[src/rtl/pipe_ctrl_pkg.sv]
// ---------------------------------------------------------------------------
// pipe_ctrl_pkg
//
// Shared definitions for the hazard-aware 5-stage MIPS pipeline controller:
//   - opcode / funct field encodings recognised by the decoder
//   - ALU operation encodings driven on ALUCONTROL
//   - per-stage control bundles (ctrl_t for D/E, ctrl_m_t for E/M,
//     ctrl_wb_t for M/WB) and their all-zero bubble constants
//   - decode_funct(), the R-type funct -> ALU op lookup
//
// Build option:
//   PIPE_CTRL_BNE_EN  adds the BNE opcode and an NE bit that travels with
//                     the instruction into the M stage.
// ---------------------------------------------------------------------------
package pipe_ctrl_pkg;

    // Primary opcodes, instruction[31:26]
    localparam logic [5:0] OP_RTYPE = 6'b000000;
    localparam logic [5:0] OP_LW    = 6'b100011;
    localparam logic [5:0] OP_SW    = 6'b101011;
    localparam logic [5:0] OP_BEQ   = 6'b000100;
    localparam logic [5:0] OP_ADDI  = 6'b001000;
    localparam logic [5:0] OP_ANDI  = 6'b001100;
    localparam logic [5:0] OP_ORI   = 6'b001101;
    localparam logic [5:0] OP_J     = 6'b000010;
`ifdef PIPE_CTRL_BNE_EN
    localparam logic [5:0] OP_BNE   = 6'b000101;
`endif

    // R-type function codes, instruction[5:0]
    localparam logic [5:0] FN_ADD = 6'b100000;
    localparam logic [5:0] FN_SUB = 6'b100010;
    localparam logic [5:0] FN_AND = 6'b100100;
    localparam logic [5:0] FN_OR  = 6'b100101;
    localparam logic [5:0] FN_SLT = 6'b101010;

    // ALU operation encodings (native 3-bit form)
    localparam int         ALUOP_W = 3;
    localparam logic [2:0] ALU_AND = 3'b000;
    localparam logic [2:0] ALU_OR  = 3'b001;
    localparam logic [2:0] ALU_ADD = 3'b010;
    localparam logic [2:0] ALU_SUB = 3'b110;
    localparam logic [2:0] ALU_SLT = 3'b111;

    // Full control word produced in D and held in the D/E register
    typedef struct packed {
        logic               regwrite;
        logic               memtoreg;
        logic               memwrite;
        logic               branch;
        logic               alusrc;
        logic               regdst;
        logic               zeroext;
        logic               ill;
`ifdef PIPE_CTRL_BNE_EN
        logic               ne;
`endif
        logic [ALUOP_W-1:0] alucontrol;
    } ctrl_t;

    // Subset still needed once the instruction has left E
    typedef struct packed {
        logic regwrite;
        logic memtoreg;
        logic memwrite;
        logic branch;
        logic ill;
`ifdef PIPE_CTRL_BNE_EN
        logic ne;
`endif
    } ctrl_m_t;

    // Subset still needed in write-back
    typedef struct packed {
        logic regwrite;
        logic memtoreg;
        logic ill;
    } ctrl_wb_t;

    // A bubble is an all-zero control word: writes nothing, never illegal
    localparam ctrl_t    CTRL_BUBBLE    = '0;
    localparam ctrl_m_t  CTRL_M_BUBBLE  = '0;
    localparam ctrl_wb_t CTRL_WB_BUBBLE = '0;

    // Maps an R-type funct to {valid, aluop}. Unknown codes return
    // valid=0 with the AND encoding (000) so the output is never X.
    function automatic logic [ALUOP_W:0] decode_funct(input logic [5:0] fn);
        case (fn)
            FN_ADD:  return {1'b1, ALU_ADD};
            FN_SUB:  return {1'b1, ALU_SUB};
            FN_AND:  return {1'b1, ALU_AND};
            FN_OR:   return {1'b1, ALU_OR};
            FN_SLT:  return {1'b1, ALU_SLT};
            default: return {1'b0, ALU_AND};
        endcase
    endfunction

endpackage

[src/rtl/pipe_ctrl_decode.sv]
// ---------------------------------------------------------------------------
// pipe_ctrl_decode
//
// Purely combinational decode-stage control generator.
//
// Ports:
//   opcode_i  [5:0]  instruction[31:26] in D
//   funct_i   [5:0]  instruction[5:0] in D (only meaningful for R-type)
//   ctrl_o    ctrl_t full control word for the instruction in D
//   jump_o           D holds an unconditional J
//
// Build option:
//   PIPE_CTRL_BNE_EN  decodes opcode 000101 as BNE instead of illegal.
// ---------------------------------------------------------------------------
module pipe_ctrl_decode
    import pipe_ctrl_pkg::*;
(
    input  logic [5:0] opcode_i,
    input  logic [5:0] funct_i,
    output ctrl_t      ctrl_o,
    output logic       jump_o
);

    logic               functValid;
    logic [ALUOP_W-1:0] functAlu;

    // The funct lookup runs unconditionally; only the R-type arm uses it.
    assign {functValid, functAlu} = decode_funct(funct_i);

    // Every arm starts from a bubble so unlisted fields stay zero. An
    // R-type with an unknown funct keeps its register-destination select
    // but is stopped from writing and is flagged illegal so it counts at
    // retirement. Unrecognised opcodes decode to an illegal bubble.
    always_comb begin
        ctrl_o = CTRL_BUBBLE;
        jump_o = 1'b0;
        case (opcode_i)
            OP_RTYPE: begin
                ctrl_o.regdst = 1'b1;
                if (functValid) begin
                    ctrl_o.regwrite   = 1'b1;
                    ctrl_o.alucontrol = functAlu;
                end else begin
                    ctrl_o.ill        = 1'b1;
                end
            end
            OP_LW: begin
                ctrl_o.regwrite   = 1'b1;
                ctrl_o.memtoreg   = 1'b1;
                ctrl_o.alusrc     = 1'b1;
                ctrl_o.alucontrol = ALU_ADD;
            end
            OP_SW: begin
                ctrl_o.memwrite   = 1'b1;
                ctrl_o.alusrc     = 1'b1;
                ctrl_o.alucontrol = ALU_ADD;
            end
            OP_BEQ: begin
                ctrl_o.branch     = 1'b1;
                ctrl_o.alucontrol = ALU_SUB;
            end
`ifdef PIPE_CTRL_BNE_EN
            OP_BNE: begin
                ctrl_o.branch     = 1'b1;
                ctrl_o.ne         = 1'b1;
                ctrl_o.alucontrol = ALU_SUB;
            end
`endif
            OP_ADDI: begin
                ctrl_o.regwrite   = 1'b1;
                ctrl_o.alusrc     = 1'b1;
                ctrl_o.alucontrol = ALU_ADD;
            end
            OP_ANDI: begin
                ctrl_o.regwrite   = 1'b1;
                ctrl_o.alusrc     = 1'b1;
                ctrl_o.zeroext    = 1'b1;
                ctrl_o.alucontrol = ALU_AND;
            end
            OP_ORI: begin
                ctrl_o.regwrite   = 1'b1;
                ctrl_o.alusrc     = 1'b1;
                ctrl_o.zeroext    = 1'b1;
                ctrl_o.alucontrol = ALU_OR;
            end
            OP_J: begin
                jump_o = 1'b1;
            end
            default: begin
                ctrl_o.ill = 1'b1;
            end
        endcase
    end

endmodule

[src/rtl/pipe_controller_hz.sv]
// ---------------------------------------------------------------------------
// pipe_controller_hz
//
// 5-stage MIPS pipeline controller with hazard support. Control bits are
// decoded in D and carried through the D/E, E/M and M/WB registers.
// HOLD freezes the whole pipe, FLUSH_E bubbles the D/E register, and a
// taken branch in M bubbles both D/E and E/M. Illegal instructions are
// counted (saturating) when they retire from WB.
//
// Parameters:
//   ALUCTRL_W  width of ALUCONTROL_E (>=3, extra MSBs are zero)
//   CNT_W      width of the illegal-instruction counter
//
// Ports:
//   CLK, RESET                 clock, synchronous active-high reset
//   opcode, funct              instruction fields in D
//   ZERO_M                     ALU zero flag of the instruction in M
//   HOLD                       freeze all pipeline state
//   FLUSH_E                    load a bubble into D/E
//   JUMP_D                     combinational: D holds J
//   *_E                        E-stage controls (registered)
//   *_M                        M-stage controls (registered)
//   PCSRC_M                    combinational taken-branch
//   *_WB                       WB-stage controls (registered)
//   ILL_CNT, ILL_STICKY        illegal-retire count and sticky flag
//
// Build option:
//   PIPE_CTRL_BNE_EN  enables BNE; PCSRC_M = BRANCH_M & (ZERO_M ^ NE_M).
// ---------------------------------------------------------------------------
module pipe_controller_hz
    import pipe_ctrl_pkg::*;
#(
    parameter int ALUCTRL_W = 3,
    parameter int CNT_W     = 8
)
(
    input  logic                 CLK,
    input  logic                 RESET,
    input  logic [5:0]           opcode,
    input  logic [5:0]           funct,
    input  logic                 ZERO_M,
    input  logic                 HOLD,
    input  logic                 FLUSH_E,
    output logic                 JUMP_D,
    output logic                 REGWRITE_E,
    output logic                 MEMTOREG_E,
    output logic                 MEMWRITE_E,
    output logic                 BRANCH_E,
    output logic                 ALUSRC_E,
    output logic                 REGDST_E,
    output logic                 ZEROEXT_E,
    output logic [ALUCTRL_W-1:0] ALUCONTROL_E,
    output logic                 REGWRITE_M,
    output logic                 MEMTOREG_M,
    output logic                 MEMWRITE_M,
    output logic                 BRANCH_M,
    output logic                 PCSRC_M,
    output logic                 REGWRITE_WB,
    output logic                 MEMTOREG_WB,
    output logic [CNT_W-1:0]     ILL_CNT,
    output logic                 ILL_STICKY
);

    ctrl_t      ctrlD;
    ctrl_t      ctrlE_q,  ctrlE_d;
    ctrl_m_t    ctrlM_q,  ctrlM_d;
    ctrl_wb_t   ctrlWb_q, ctrlWb_d;
    ctrl_m_t    eToM;
    ctrl_wb_t   mToWb;
    logic [CNT_W-1:0] illCnt_q, illCnt_d;
    logic             illSticky_q, illSticky_d;
    logic             branchTaken;

    pipe_ctrl_decode uDecode (
        .opcode_i (opcode),
        .funct_i  (funct),
        .ctrl_o   (ctrlD),
        .jump_o   (JUMP_D)
    );

    // Narrow the wide stage words down to what the next stage still needs.
    always_comb begin
        eToM          = CTRL_M_BUBBLE;
        eToM.regwrite = ctrlE_q.regwrite;
        eToM.memtoreg = ctrlE_q.memtoreg;
        eToM.memwrite = ctrlE_q.memwrite;
        eToM.branch   = ctrlE_q.branch;
        eToM.ill      = ctrlE_q.ill;
`ifdef PIPE_CTRL_BNE_EN
        eToM.ne       = ctrlE_q.ne;
`endif
        mToWb          = CTRL_WB_BUBBLE;
        mToWb.regwrite = ctrlM_q.regwrite;
        mToWb.memtoreg = ctrlM_q.memtoreg;
        mToWb.ill      = ctrlM_q.ill;
    end

    // The branch decision is resolved in M from the registered branch bit
    // and the live ALU zero flag; BNE inverts the sense of the flag.
`ifdef PIPE_CTRL_BNE_EN
    assign branchTaken = ctrlM_q.branch & (ZERO_M ^ ctrlM_q.ne);
`else
    assign branchTaken = ctrlM_q.branch & ZERO_M;
`endif

    // Next-state selection. HOLD keeps everything, including the counter.
    // A taken branch squashes the two younger instructions (in D and E);
    // the branch itself still advances to WB. Without a branch, FLUSH_E
    // only replaces the instruction entering E, letting older ones move on.
    // The counter looks at the instruction currently sitting in WB, so an
    // instruction is counted on the edge that retires it.
    always_comb begin
        ctrlE_d     = ctrlE_q;
        ctrlM_d     = ctrlM_q;
        ctrlWb_d    = ctrlWb_q;
        illCnt_d    = illCnt_q;
        illSticky_d = illSticky_q;
        if (!HOLD) begin
            if (branchTaken) begin
                ctrlE_d = CTRL_BUBBLE;
                ctrlM_d = CTRL_M_BUBBLE;
            end else if (FLUSH_E) begin
                ctrlE_d = CTRL_BUBBLE;
                ctrlM_d = eToM;
            end else begin
                ctrlE_d = ctrlD;
                ctrlM_d = eToM;
            end
            ctrlWb_d = mToWb;
            if (ctrlWb_q.ill) begin
                illSticky_d = 1'b1;
                if (illCnt_q != {CNT_W{1'b1}}) begin
                    illCnt_d = illCnt_q + CNT_W'(1);
                end
            end
        end
    end

    // Stage registers and counter. RESET wins over HOLD and every flush.
    always_ff @(posedge CLK) begin
        if (RESET) begin
            ctrlE_q     <= CTRL_BUBBLE;
            ctrlM_q     <= CTRL_M_BUBBLE;
            ctrlWb_q    <= CTRL_WB_BUBBLE;
            illCnt_q    <= '0;
            illSticky_q <= 1'b0;
        end else begin
            ctrlE_q     <= ctrlE_d;
            ctrlM_q     <= ctrlM_d;
            ctrlWb_q    <= ctrlWb_d;
            illCnt_q    <= illCnt_d;
            illSticky_q <= illSticky_d;
        end
    end

    // Output mapping; the ALU op is zero-extended to the requested width.
    assign REGWRITE_E   = ctrlE_q.regwrite;
    assign MEMTOREG_E   = ctrlE_q.memtoreg;
    assign MEMWRITE_E   = ctrlE_q.memwrite;
    assign BRANCH_E     = ctrlE_q.branch;
    assign ALUSRC_E     = ctrlE_q.alusrc;
    assign REGDST_E     = ctrlE_q.regdst;
    assign ZEROEXT_E    = ctrlE_q.zeroext;
    assign ALUCONTROL_E = ALUCTRL_W'(ctrlE_q.alucontrol);
    assign REGWRITE_M   = ctrlM_q.regwrite;
    assign MEMTOREG_M   = ctrlM_q.memtoreg;
    assign MEMWRITE_M   = ctrlM_q.memwrite;
    assign BRANCH_M     = ctrlM_q.branch;
    assign PCSRC_M      = branchTaken;
    assign REGWRITE_WB  = ctrlWb_q.regwrite;
    assign MEMTOREG_WB  = ctrlWb_q.memtoreg;
    assign ILL_CNT      = illCnt_q;
    assign ILL_STICKY   = illSticky_q;

endmodule

[config.mk]
export PLATFORM = sky130hd
export DESIGN_NAME = pipe_controller_hz
export DESIGN_NICKNAME = d
export VERILOG_FILES = /design/src/rtl/pipe_ctrl_pkg.sv /design/src/rtl/pipe_ctrl_decode.sv /design/src/rtl/pipe_controller_hz.sv
export SDC_FILE = /design/constraint.sdc
export NUM_CORES = 1
export LEC_CHECK = 0
export BUFFER_PORTS_ARGS = -buffer_cell sky130_fd_sc_hd__buf_2
export CAP_MARGIN = 20
export CORE_ASPECT_RATIO = 0.6
export CORE_MARGIN = 5
export CORE_UTILIZATION = 50
export DETAILED_ROUTE_END_ITERATION = 10
export PLACE_DENSITY = 0.78
export SLEW_MARGIN = 20
export SYNTH_ARGS = -nofsm -noshare
export SYNTH_HDL_FRONTEND = slang
export SYNTH_SLANG_ARGS = --single-unit
[constraint.sdc]
create_clock -name CLK -period 2.95 [get_ports CLK]
set_clock_uncertainty 0.15 [all_clocks]
set_input_delay 0.1475 -clock CLK [delete_from_list [all_inputs] [get_ports CLK]]
set_output_delay 0.1475 -clock CLK [all_outputs]
set_load 0.01 [all_outputs]
== After elaboration in Yosys (flattened, before gate mapping) ==
Index checks and enable logic that the tools add are counted.
Operators by class
  equal/unequal tests: 13
  mux-type cells: 17
  add/sub/neg operators: 1
  bitwise logic cells: 2
  reduce and logical (&&, ||, !) cells: 8
Operators with widths (count)
  $eq A6 B6 Y1 const B: 7
  $mux W11: 2
  $pmux W4 S5: 1
  $eq A6 B4 Y1 const B: 3
  $pmux W3 S4: 1
  $mux W1: 9
  $add A8 B1 Y8 const B: 1
  $ne A8 B8 Y1 const B: 1
  $reduce_or A7 Y1: 1
  $eq A6 B2 Y1 const B: 1
  $eq A6 B3 Y1 const B: 1
  $logic_not A6 Y1: 1
  $mux W5: 1
  $reduce_or A5 Y1: 1
  $pmux W1 S2: 2
  $reduce_or A4 Y1: 1
  $mux W3: 1
  $reduce_and A3 Y1: 1
  $reduce_or A3 Y1: 1
  $reduce_and A2 Y1: 1
  $reduce_or A2 Y1: 1
  $and A1 B1 Y1: 1
  $not A1 Y1: 1
Storage, ports and cells
  output and inout port bits: 27
  logic and storage cells: 60
  flip-flop bits (word level): 28

== Longest topological paths before layout ==
Gate-level depths: netlist (run 1).
  word-level depth: 6
  depth in mapped cells: 5

== Cells and area by module ==
From an unflattened synthesis (run 1), not the netlist that was laid out.
Unflattened totals
  cell total of the unflattened synthesis: 171
  area, all modules: 1478.9 um2
By module, submodules not included
  pipe_controller_hz: cells an instance 126, times used 1, area each 1196.1 um2
  pipe_ctrl_decode: cells an instance 45, times used 1, area each 282.8 um2

== Least setup slack after synthesis (run 1) ==
OpenSTA, ideal clock, no wires.
  kind: reg-to-reg
  from: reg illCnt_q[0] (netlist: ILL_CNT[0])
  to: reg illCnt_q[1] (netlist: ILL_CNT[1])
  arrival time: 1.284 ns
  slack: 1.388 ns
  stages on the path, launching flop included: 6
  setup time: 0.128 ns
  data required time: 2.672 ns
  cell sequence: dfxtp_1 -> ha_1 -> nand2_1 -> o31ai_2 -> mux2i_1 -> nor2_1
Between the ends
  word-level cells in the longest chain between the ends: 2
Ends and longest elaborated chain
  start: declaration: RTL line pipe_controller_hz.sv:70  | logic [CNT_W-1:0] illCnt_q, illCnt_d;
  start signal: assignment: RTL line pipe_controller_hz.sv:151  | illCnt_q <= illCnt_d;
  branches (longest 2 deep; another with $add A8 B1 Y8)
Several ways; the timed one is not identified.
A chain may end at the register's enable or synchronous reset.

== Final worst setup path (run 1) ==
  from: reg illCnt_q[0] (netlist: ILL_CNT[0])
  to: reg illCnt_q[4] (netlist: ILL_CNT[4])
Same word-level chain as after synthesis.

==> summary.txt, run 1 <==
Global routing
  • Largest net degree at the start of global routing: 33
  • First-pass GRT wire length: 6080 µm
  • Vias in the first global route: between 1k and 1.5k
  • Grt total ovfl: 0
  • Antenna violations before repair: 0
  • Tot GR Track Use: 0.192

Setup path
  • Critical Path Sink Type: flop
  • WP data arrival: approximately 1.7 ns
  • Critical R2R Capture: ILL_CNT[4]$_SDFFE_PP0P_
  • Worst Setup SP: ILL_CNT[0]$_SDFFE_PP0P_
  • R2r worst-path depth: 5
  • Critical Path Fanout Max: 4
  • Critical path buffer and inverter count: 0
  • Crit path max-delay family: compound AO/OA/AOI/OAI gates
  • Slowest stage delay, CP: 0.46 ns
  • Worst setup SP type: flop
  • Worst r2r src: ILL_CNT[0]$_SDFFE_PP0P_
  • Crit path required time: 2.95 ns
  • Critical path class: reg2reg
  • CP cell instances: ha_1 > nand2_1 > o311ai_1 > or3_1 > a21oi_1
  • Slowest cell on the critical path: o311ai_1
  • Worst reg-to-reg setup slack: 1.25 ns

Timing
  • Slew @ Worst Pin: 0.556 ns
  • Slew HR: 0.629
  • Setup TNS: 0 ns
  • Final min period: 1.70 ns
  • RSZ-0062 raised after global routing: no
  • Fmax: 589 MHz
  • Final setup vio count: 0
  • Final hold vios: 0
  • Final Max Slew Viols: 0
  • Final period util: 0.575
  • Min Hold Slack: 0.0980 ns

Routing
  • Residual DRC: 0
  • Vias: 1364
  • Remaining antenna violation count: 0
  • Initial detailed-routing violation count: 62
  • Total routed wirelength: between 3000 and 4000 µm
  • Routed WL per cell: 14.6 µm
  • Vias per cell: 5.57
  • DRT Pass-1 Iters: 4

Min path
  • Worst hold endpoint: ctrlE_q[3]$_SDFFE_PP0N_
  • Hold crit path type: in2reg
  • Worst min-delay path startpoint: FLUSH_E
  • Min-Delay Path Depth: 4

Synthesis
  • Synth unique cells: 48
  • Syn Area/Cell: 8.64 µm²
  • Number of flops mapped to enable cells by yosys: 0
  • Mapped Cells: about 170
  • Flops & latches, synth: 28
  • Synth Warn #: 0
  • Syn nets: approximately 190
  • Ys flop type: dfxtp_1
  • Register area share after synthesis: 0.386
  • Post-Synthesis Cell Area: about 1500 µm²
  • Asr flop ratio synth: 0

Power
  • Switch Pwr: between 0.15 and 0.2 mW
  • Final Power: 0.750 mW
  • Part of the power in registers: 0.509
  • PwrDens: 435 nW/µm²
  • VDD IR max: 0.000236 V
  • Switching Share: 0.216
  • Logic pwr share: 0.089
  • Clock power frac: 0.402
  • Leak: 0.718 nW
  • Internal power: between 0.5 and 0.6 mW

Die
  • Rows: 15
  • I/O pin cnt: 44
  • Die H: between 50 and 60 µm
  • Die Wd: just under 80 µm
  • Core area: 2830 µm²
  • Total Die Area: ~4100 µm²
  • Starting Density: 0.512

Placed design
  • Half-perimeter wire length after placement: about 2700 µm
  • Gpl congestion: a little under 0.9
  • Placed Cells: 241
  • Number of port buffers: 43
  • Placed inst area: 1650 µm²

Job
  • MaxCap Viol Count: 0

Final layout
  • Final #Nets: around 220
  • Post-Layout Inst Area: ~1700 µm²
  • Most common cell after layout, fill and taps aside: buf_2
  • Inserted Diodes: 0
  • Layout cells sized above 1: 0.276
  • Synthesis-to-finish area growth: 18.6%
  • Count of non-filler cells in the finished layout: approximately 250
  • Most frequent cells in the layout: buf_2, dfxtp_1, nor2_1

Clocking
  • Clock Latency Late Sink: 0.28 ns
  • Bufs on Longest Clock Path: 2
  • Setup Buffers After CTS: 0
  • CTS Sinks: 28
  • Root buffer cell: clkbuf_8
  • Cts-stage hold buffer count: 0
  • Resize count post-CTS: 0
  • Num CTS Buffers: 3
  • Clock tree from TritonCTS: done
  • Clock slew at reported path FFs: 0.09 ns
  • H-tree depth: 1

Run status
  • Status: completed
[worst max-delay path by stage]
stage / slack [ns] / to / cells after the start
after floorplan: 1.39 / ILL_CNT[1]$_SDFFE_PP0P_ / 5
after global placement: 1.35 / ILL_CNT[7]$_SDFFE_PP0P_ / 5
after detailed placement: 1.28 / ILL_CNT[7]$_SDFFE_PP0P_ / 5
after CTS: 1.27 / ILL_CNT[4]$_SDFFE_PP0P_ / 5
after global routing: 1.15 / ILL_CNT[1]$_SDFFE_PP0P_ / 5
final: 1.25 / ILL_CNT[4]$_SDFFE_PP0P_ / 5
[worst min-delay path: stages]
cell and delay, ns:
buf_2 0.09, nor3_1 0.08, nand3b_1 0.09, a31oi_1 0.07
[power groups by stage]
stage | clock network [mW] | registers (mW) | logic [mW]
after floorplan | 0 | 0.390 | 0.0436
after global placement | 0 | 0.390 | 0.0624
after detailed placement | 0 | 0.390 | 0.0657
after CTS | 0.308 | 0.381 | 0.0657
after global routing | 0.322 | 0.382 | 0.0734
final | 0.301 | 0.381 | 0.0666
[cell usage after synthesis, types with 2 or more instances]
cell	instances	area, µm²
and2_1	2	12.5
nor2_1	21	78.8
dfxtp_1	28	561
nand4_1	3	18.8
xor2_1	4	35.0
o31ai_2	3	37.5
or3_1	4	25.0
clkbuf_1	6	22.5
a22oi_1	3	22.5
nand3b_1	10	75.1
and3_1	2	12.5
o2111ai_1	2	17.5
nor3_1	2	10.0
a31o_2	2	17.5
o21ai_0	3	15.0
nand2b_1	2	12.5
buf_4	4	30.0
nor2b_1	2	12.5
nand2_1	16	60.1
nor3b_1	2	15.0
nand3_1	2	10.0
inv_1	2	7.51
a31oi_1	2	12.5
a21oi_1	13	65.1
mux2i_1	5	50.1
[cell type report]
type / instances / area [µm²]
Fill cell: 257 / 1110
Clock inverter: 1 / 30.0
Multi-Input combinational cell: 126 / 815
Inverter: 2 / 7.51
Sequential cell: 28 / 561
Timing Repair Buffer: 43 / 215
Clock buffer: 3 / 41.3
Tap cell: 42 / 52.6
[registers in the layout (all words and copies together) (netlist names)]
name / flops
ctrlM_q: 1
MEMWRITE_E: 1
MEMTOREG_E: 1
REGWRITE_E: 1
BRANCH_M: 1
REGWRITE_M: 1
ILL_CNT: 8
ALUCONTROL_E: 3
ctrlWb_q: 1
REGWRITE_WB: 1
MEMWRITE_M: 1
BRANCH_E: 1
ILL_STICKY: 1
ALUSRC_E: 1
MEMTOREG_WB: 1
ZEROEXT_E: 1
REGDST_E: 1
MEMTOREG_M: 1
ctrlE_q: 1
[metal layers]
layer	share of wire	GRT usage	routed length [µm]
met1	0.47	0.247	1670
met2	0.46	0.302	1650
met3	0.061	0.0640	217
met4	0.012	0.0714	42
met5	0	0	0
[logic make-up after synthesis]
group           count (synthesis)  synth area share
compound gates                 38             0.183
flops                          28             0.386
mux                             6            0.0422
buf+inv                        14            0.0526
simple gates                   76             0.297
xor+xnor                        5            0.0302
fa+ha+maj                       1           0.00862
[per-stage QoR]
step | worst slack, ns | utilization
6_report | 1.25 | 0.608
5_1_grt | 1.15 | 0.608
4_1_cts | 1.27 | 0.608
3_5_place_dp | 1.28 | 0.582
3_3_place_gp | 1.35 | 0.582
2_1_floorplan | 1.39 | -
Note: power is estimated with default switching activity, not from simulation.
==> run 2: changes to the inputs <==
- clock period: 2.95 -> 1.7 ns (I/O delays scaled with it)
==> run 2 against run 1 <==
Effect of this change:
- non-clock buffer count rose by 4
- via count increased by 1.9%
- design area is 5.0% higher
- sequential share of layout area down 1.5 points
- clock power grew 70%
- core utilization grew 3.0 points
- sequential power rose by 74%
- sequential cell count unchanged
- register-to-register slack worse by 1.2 ns
- critical endpoint is now ILL_CNT[7]$_SDFFE_PP0P_
- final cell count increased by 1.6%
- critical path type unchanged
==> summary.txt, run 2 (synthesis results as in run 1) <==
Clocking
  • Clock tree from TritonCTS: done
  • CTS Sinks: 28
  • Clock Latency Late Sink: around 0.27 ns
  • Clock slew at reported path FFs: 0.09 ns
  • Bufs on Longest Clock Path: 2
  • Num CTS Buffers: 3
  • H-tree depth: 1
  • Root buffer cell: clkbuf_8
  • Setup Buffers After CTS: 0

Die
  • Core area: around 2800 µm²
  • Starting Density: 0.512
  • Rows: 15
  • Total Die Area: 4120 µm²
  • Die Wd: 79.6 µm
  • Die H: 51.7 µm
  • I/O pin cnt: 44

Global routing
  • Grt total ovfl: 0
  • First-pass GRT wire length: 6080 µm
  • Largest net degree at the start of global routing: 19
  • Antenna violations before repair: 0
  • Tot GR Track Use: 0.186
  • Vias in the first global route: between 1k and 1.5k

Routing
  • Routed WL per cell: between 10 and 15 µm
  • Vias: 1390
  • Vias per cell: 5.58
  • Total routed wirelength: between 3000 and 4000 µm
  • DRT Pass-1 Iters: 4
  • Initial detailed-routing violation count: 78
  • Residual DRC: 0
  • Remaining antenna violation count: 0

Timing
  • Final min period: ~1.6 ns
  • Fmax: between 600 and 700 MHz
  • Final period util: 0.941
  • Slew HR: 0.744
  • Final setup vio count: 0
  • Setup TNS: 0 ns
  • Slew @ Worst Pin: 0.382 ns
  • Final hold vios: 0
  • RSZ-0062 raised after global routing: no
  • Final Max Slew Viols: 0

Setup path
  • Critical Path Sink Type: flop
  • Worst reg-to-reg setup slack: 0.10 ns
  • R2r worst-path depth: 4
  • Worst Setup SP: ctrlWb_q[0]$_SDFFE_PP0N_
  • Critical R2R Capture: ILL_CNT[7]$_SDFFE_PP0P_
  • Crit path required time: around 1.7 ns
  • Crit path max-delay family: simple AND/OR/NAND/NOR gates
  • Critical path buffer and inverter count: 0
  • Worst r2r src: ctrlWb_q[0]$_SDFFE_PP0N_
  • Slowest stage delay, CP: roughly 0.35 ns
  • WP data arrival: ~1.6 ns
  • Critical Path Fanout Max: 5
  • CP cell instances: and2b_1 > o2111ai_2 > nor2_1 > mux2_2
  • Critical path class: reg2reg
  • Worst setup SP type: flop
  • Slowest cell on the critical path: and2b_1

Final layout
  • Most frequent cells in the layout: buf_2, dfxtp_1, nor2_1
  • Count of non-filler cells in the finished layout: ~250
  • Final #Nets: roughly 230
  • Inserted Diodes: 0
  • Synthesis-to-finish area growth: 24.6%
  • Max reg flops: 8
  • Most common cell after layout, fill and taps aside: buf_2
  • Layout cells sized above 1: 0.314
  • Fillers: 221

Power
  • VDD IR max: 0.000436 V
  • PwrDens: 717 nW/µm²
  • Leak: 0.737 nW

Run status
  • Status: completed

Placed design
  • Number of port buffers: 43
  • Placed Cells: 244
  • Gpl congestion: 0.880
  • Half-perimeter wire length after placement: about 2700 µm

Min path
  • Hold crit path type: in2reg
  • Min-Delay Path Depth: 2
  • Worst hold endpoint: ILL_CNT[0]$_SDFFE_PP0P_
  • Worst min-delay path startpoint: RESET

Job
  • MaxCap Viol Count: 0
==> run 2: final cells by class <==
type	count	area, µm²	area share
clock buffer	3	41.3	0.0228
clock inverter	1	30.0	0.0166
inverter	2	7.51	0.00415
multi-input combinational	126	867	0.480
sequential	28	562	0.311
tap	42	52.6	0.0291
timing repair buffer	47	248	0.137
==> run 2: metal layers <==
| layer | wire length [µm] | global-route usage | vias up | part of all wire |
|---|---|---|---|---|
| met4 | 8 | 0.0314 | 0 | 0.0022 |
| met1 | 1620 | 0.241 | 667 | 0.45 |
| met3 | 257 | 0.0692 | 2 | 0.071 |
| met2 | 1720 | 0.301 | 39 | 0.48 |
| li1 | - | - | 682 | - |
| met5 | 0 | 0 | - | 0 |
==> run 2: stage by stage <==
stage               hold slack [ns]  power (mW)  instance area [µm²]  utilization  setup WS (ns)
floorplan                     0.113       0.753                 1450            -          0.138
global placement              0.267       0.791                 1670        0.590          0.148
detailed placement            0.267       0.797                 1670        0.590         0.0389
CTS                          0.0182        1.31                 1760        0.622        0.00572
global route                 0.0320        1.35                 1810        0.638        0.00505
finish                       0.0199        1.30                 1810        0.638          0.100
==> run 2: report_power, final <==
part / switching (mW) / total [mW] / internal (mW)
sequential: 0.00287 / 0.662 / 0.659
clock: 0.197 / 0.512 / 0.315
combinational: 0.0726 / 0.123 / 0.0501
total: 0.272 / 1.30 / 1.02
==> run 2: repair_timing <==
action                                  CTS  global route
endpoints found under the setup margin    1             7
hold buffers                              1             0
hold endpoints to repair                  2             0
resized for setup                         1             8
cloned                                    0             0
==> run 2: worst max path at each step <==
| stage | endpoint | cells after the start | slack, ns |
|---|---|---|---|
| floorplan | ILL_CNT[1]$_SDFFE_PP0P_ | 5 | 0.14 |
| global placement | ILL_CNT[7]$_SDFFE_PP0P_ | 5 | 0.15 |
| detailed placement | ILL_CNT[4]$_SDFFE_PP0P_ | 5 | 0.04 |
| CTS | ILL_CNT[1]$_SDFFE_PP0P_ | 5 | 0.006 |
| global route | ILL_CNT[4]$_SDFFE_PP0P_ | 4 | 0.005 |
| finish | ILL_CNT[7]$_SDFFE_PP0P_ | 4 | 0.10 |
==> run 3: changes to the inputs <==
--- a/config.mk
+++ b/config.mk
@@ -9,5 +9,4 @@
 export CAP_MARGIN = 20
 export CORE_ASPECT_RATIO = 0.6
-export CORE_MARGIN = 5
 export CORE_UTILIZATION = 50
 export DETAILED_ROUTE_END_ITERATION = 10
==> constraint.sdc (replaced) <==
create_clock -name CLK -period 1.7 [get_ports CLK]
set_clock_uncertainty 0.15 [all_clocks]
set_input_delay 0.17 -clock CLK [delete_from_list [all_inputs] [get_ports CLK]]
set_output_delay 0.17 -clock CLK [all_outputs]
set_load 0.01 [all_outputs]
==> run 3 against run 2 <==
Effect of this change:
- combinational power increased by 7%
- design area decreased by 0.62%
- sequential share of layout area increased by 0.13 points
- critical endpoint is now ILL_CNT[1]$_SDFFE_PP0P_
- critical path depth increased by 1
- first-iteration DRC count decreased by 12%
- count of clock-buffer cells in the layout unchanged
- sequential power about the same
- core utilization increased by 4.6 points
- worst setup slack got worse by 0.055 ns
- routed wire length decreased by 1.9%
==> summary.txt, run 3 (synthesis results as in run 1) <==
Timing
  • Final period util: 0.973
  • Final min period: 1.65 ns
  • Final Max Slew Viols: 0
  • Final hold vios: 0
  • Slew HR: 0.725
  • Setup TNS: 0 ns
  • Final setup vio count: 0
  • Slew @ Worst Pin: 0.413 ns
  • Fmax: 604 MHz

Routing
  • DRT Pass-1 Iters: 4
  • Remaining antenna violation count: 0
  • Vias: 1390
  • Vias per cell: 5.70
  • Residual DRC: 0
  • Routed WL per cell: 14.5 µm
  • Total routed wirelength: around 3500 µm
  • Initial detailed-routing violation count: 69

Clocking
  • Cts-stage hold buffer count: 0
  • Root buffer cell: clkbuf_8
  • Bufs on Longest Clock Path: 2
  • H-tree depth: 1
  • Clock slew at reported path FFs: approximately 0.09 ns
  • Clock Latency Late Sink: between 0.2 and 0.3 ns
  • Clock tree from TritonCTS: done
  • CTS Sinks: 28
  • Num CTS Buffers: 3

Die
  • Core area: around 2600 µm²
  • Die H: 43.7 µm
  • Rows: 14
  • Total Die Area: approximately 3100 µm²
  • Die Wd: between 70 and 80 µm
  • I/O pin cnt: 44
  • Starting Density: 0.552

Setup path
  • WP data arrival: 1.67 ns
  • Critical Path Fanout Max: 4
  • Critical path class: reg2reg
  • R2r worst-path depth: 5
  • Worst setup SP type: flop
  • Critical R2R Capture: ILL_CNT[1]$_SDFFE_PP0P_
  • Worst Setup SP: ILL_CNT[0]$_SDFFE_PP0P_
  • CP endpoint: ILL_CNT[1]$_SDFFE_PP0P_
  • Critical Path Sink Type: flop
  • Worst r2r src: ILL_CNT[0]$_SDFFE_PP0P_
  • Worst reg-to-reg setup slack: 0.05 ns
  • Crit path required time: roughly 1.7 ns

Final layout
  • Fillers: 230
  • Max reg flops: 8
  • Synthesis-to-finish area growth: 23.8%
  • Final #Nets: 232
  • FF/Latch Area: 561 µm²
  • Most frequent cells in the layout: buf_2, dfxtp_1, nor2_1
  • Most common cell after layout, fill and taps aside: buf_2
  • Layout cells sized above 1: 0.330
  • Inserted Diodes: 0
  • Final Core Density: 0.684
  • Multi-input gate area: around 860 µm²

Global routing
  • Grt total ovfl: 0
  • Vias in the first global route: 1227
  • Largest net degree at the start of global routing: 24
  • First-pass GRT wire length: roughly 5700 µm
  • Antenna violations before repair: 0
  • Busiest grt layer: met1
  • Tot GR Track Use: 0.234
  • Met1 usage: 0.354
  • Global Route met3 Usage: 0.0558
  • Met2 Track Usage GR: 0.350

Min path
  • Hold crit path type: in2reg

Power
  • VDD IR max: 0.000444 V
  • PwrDens: 631 nW/µm²
  • Leak: about 0.75 nW

Placed design
  • Gpl congestion: about 0.96
  • Half-perimeter wire length after placement: 2690 µm
  • Number of port buffers: 43

Run status
  • Status: completed

Job
  • MaxCap Viol Count: 0
-- run 3: changes by cell type in the layout (fill, tap and decap cells not counted) --
cell	previous run	this run
nand3_2	1	0
dfxtp_2	1	0
bufinv_16	1	0
ha_4	1	0
dlygate4sd3_1	1	0
nor3b_1	2	1
ha_2	0	1
nand3_1	1	2
dfxtp_1	27	28
nor3b_2	0	1
buf_4	3	10
-- run 3: how the worst min path moves through the flow --
stage / endpoint / cells past startpoint / slack, ns / start
5_1_grt: ctrlE_q[3]$_SDFFE_PP0N_ / 4 / 0.14 / FLUSH_E
3_5_place_dp: ctrlM_q[0]$_SDFFE_PP0N_ / 2 / 0.31 / ctrlM_q[0]$_SDFFE_PP0N_
6_report: ctrlE_q[3]$_SDFFE_PP0N_ / 4 / 0.12 / FLUSH_E
4_1_cts: ZEROEXT_E$_SDFFE_PP0N_ / 3 / 0.12 / opcode[3]
3_3_place_gp: MEMWRITE_M$_SDFFE_PP0N_ / 2 / 0.30 / MEMWRITE_M$_SDFFE_PP0N_
2_1_floorplan: ALUSRC_E$_SDFFE_PP0N_ / 2 / 0.20 / opcode[4]
-- run 3: worst max-delay path: stages (launching register included) --
cell and delay [ns]:
dfxtp_1 0.40, ha_2 0.26, nand2_2 0.12, o31ai_4 0.28
mux2i_1 0.27, nor2_1 0.06
-- run 3: layout make-up --
class / count / share of cell area
multi-input combinational: 126 / 0.477
tap: 32 / 0.0223
clock buffer: 3 / 0.0230
inverter: 2 / 0.00418
sequential: 28 / 0.312
timing repair buffer: 53 / 0.162
-- run 3: what timing repair did --
action                                  CTS  global route
gates resized for setup                   1             6
pin swaps                                 0             1
hold endpoints to repair                  0             0
endpoints found under the setup margin    2             7
setup buffers                             0             0
-- run 3: where the power goes --
part | switching, mW | leakage, nW | internal (mW)
Sequential | 0.00227 | 0.226 | 0.659
Clock | 0.183 | 0.0216 | 0.159
Combinational | 0.0761 | 0.506 | 0.0550
Total | 0.261 | 0.753 | 0.873
-- run 3: per-stage QoR --
| step | setup slack (ns) | power (mW) | hold slack [ns] | instance area, µm² | instances |
|---|---|---|---|---|---|
| after floorplan | 0.138 | 0.753 | 0.198 | 1450 | 168 |
| after CTS | 0.00442 | 1.14 | 0.121 | 1760 | 244 |
| after global placement | 0.0966 | 0.804 | 0.299 | 1710 | 241 |
| final | 0.0456 | 1.13 | 0.120 | 1800 | 244 |
| after detailed placement | 0.0150 | 0.805 | 0.313 | 1710 | 241 |
| after global routing | -0.0430 | 1.18 | 0.138 | 1800 | 244 |
-- run 3: routing by layer --
layer	routed length, µm	vias up
met5	0	-
met4	25	0
met3	233	4
met2	1490	53
met1	1780	642
li1	-	691
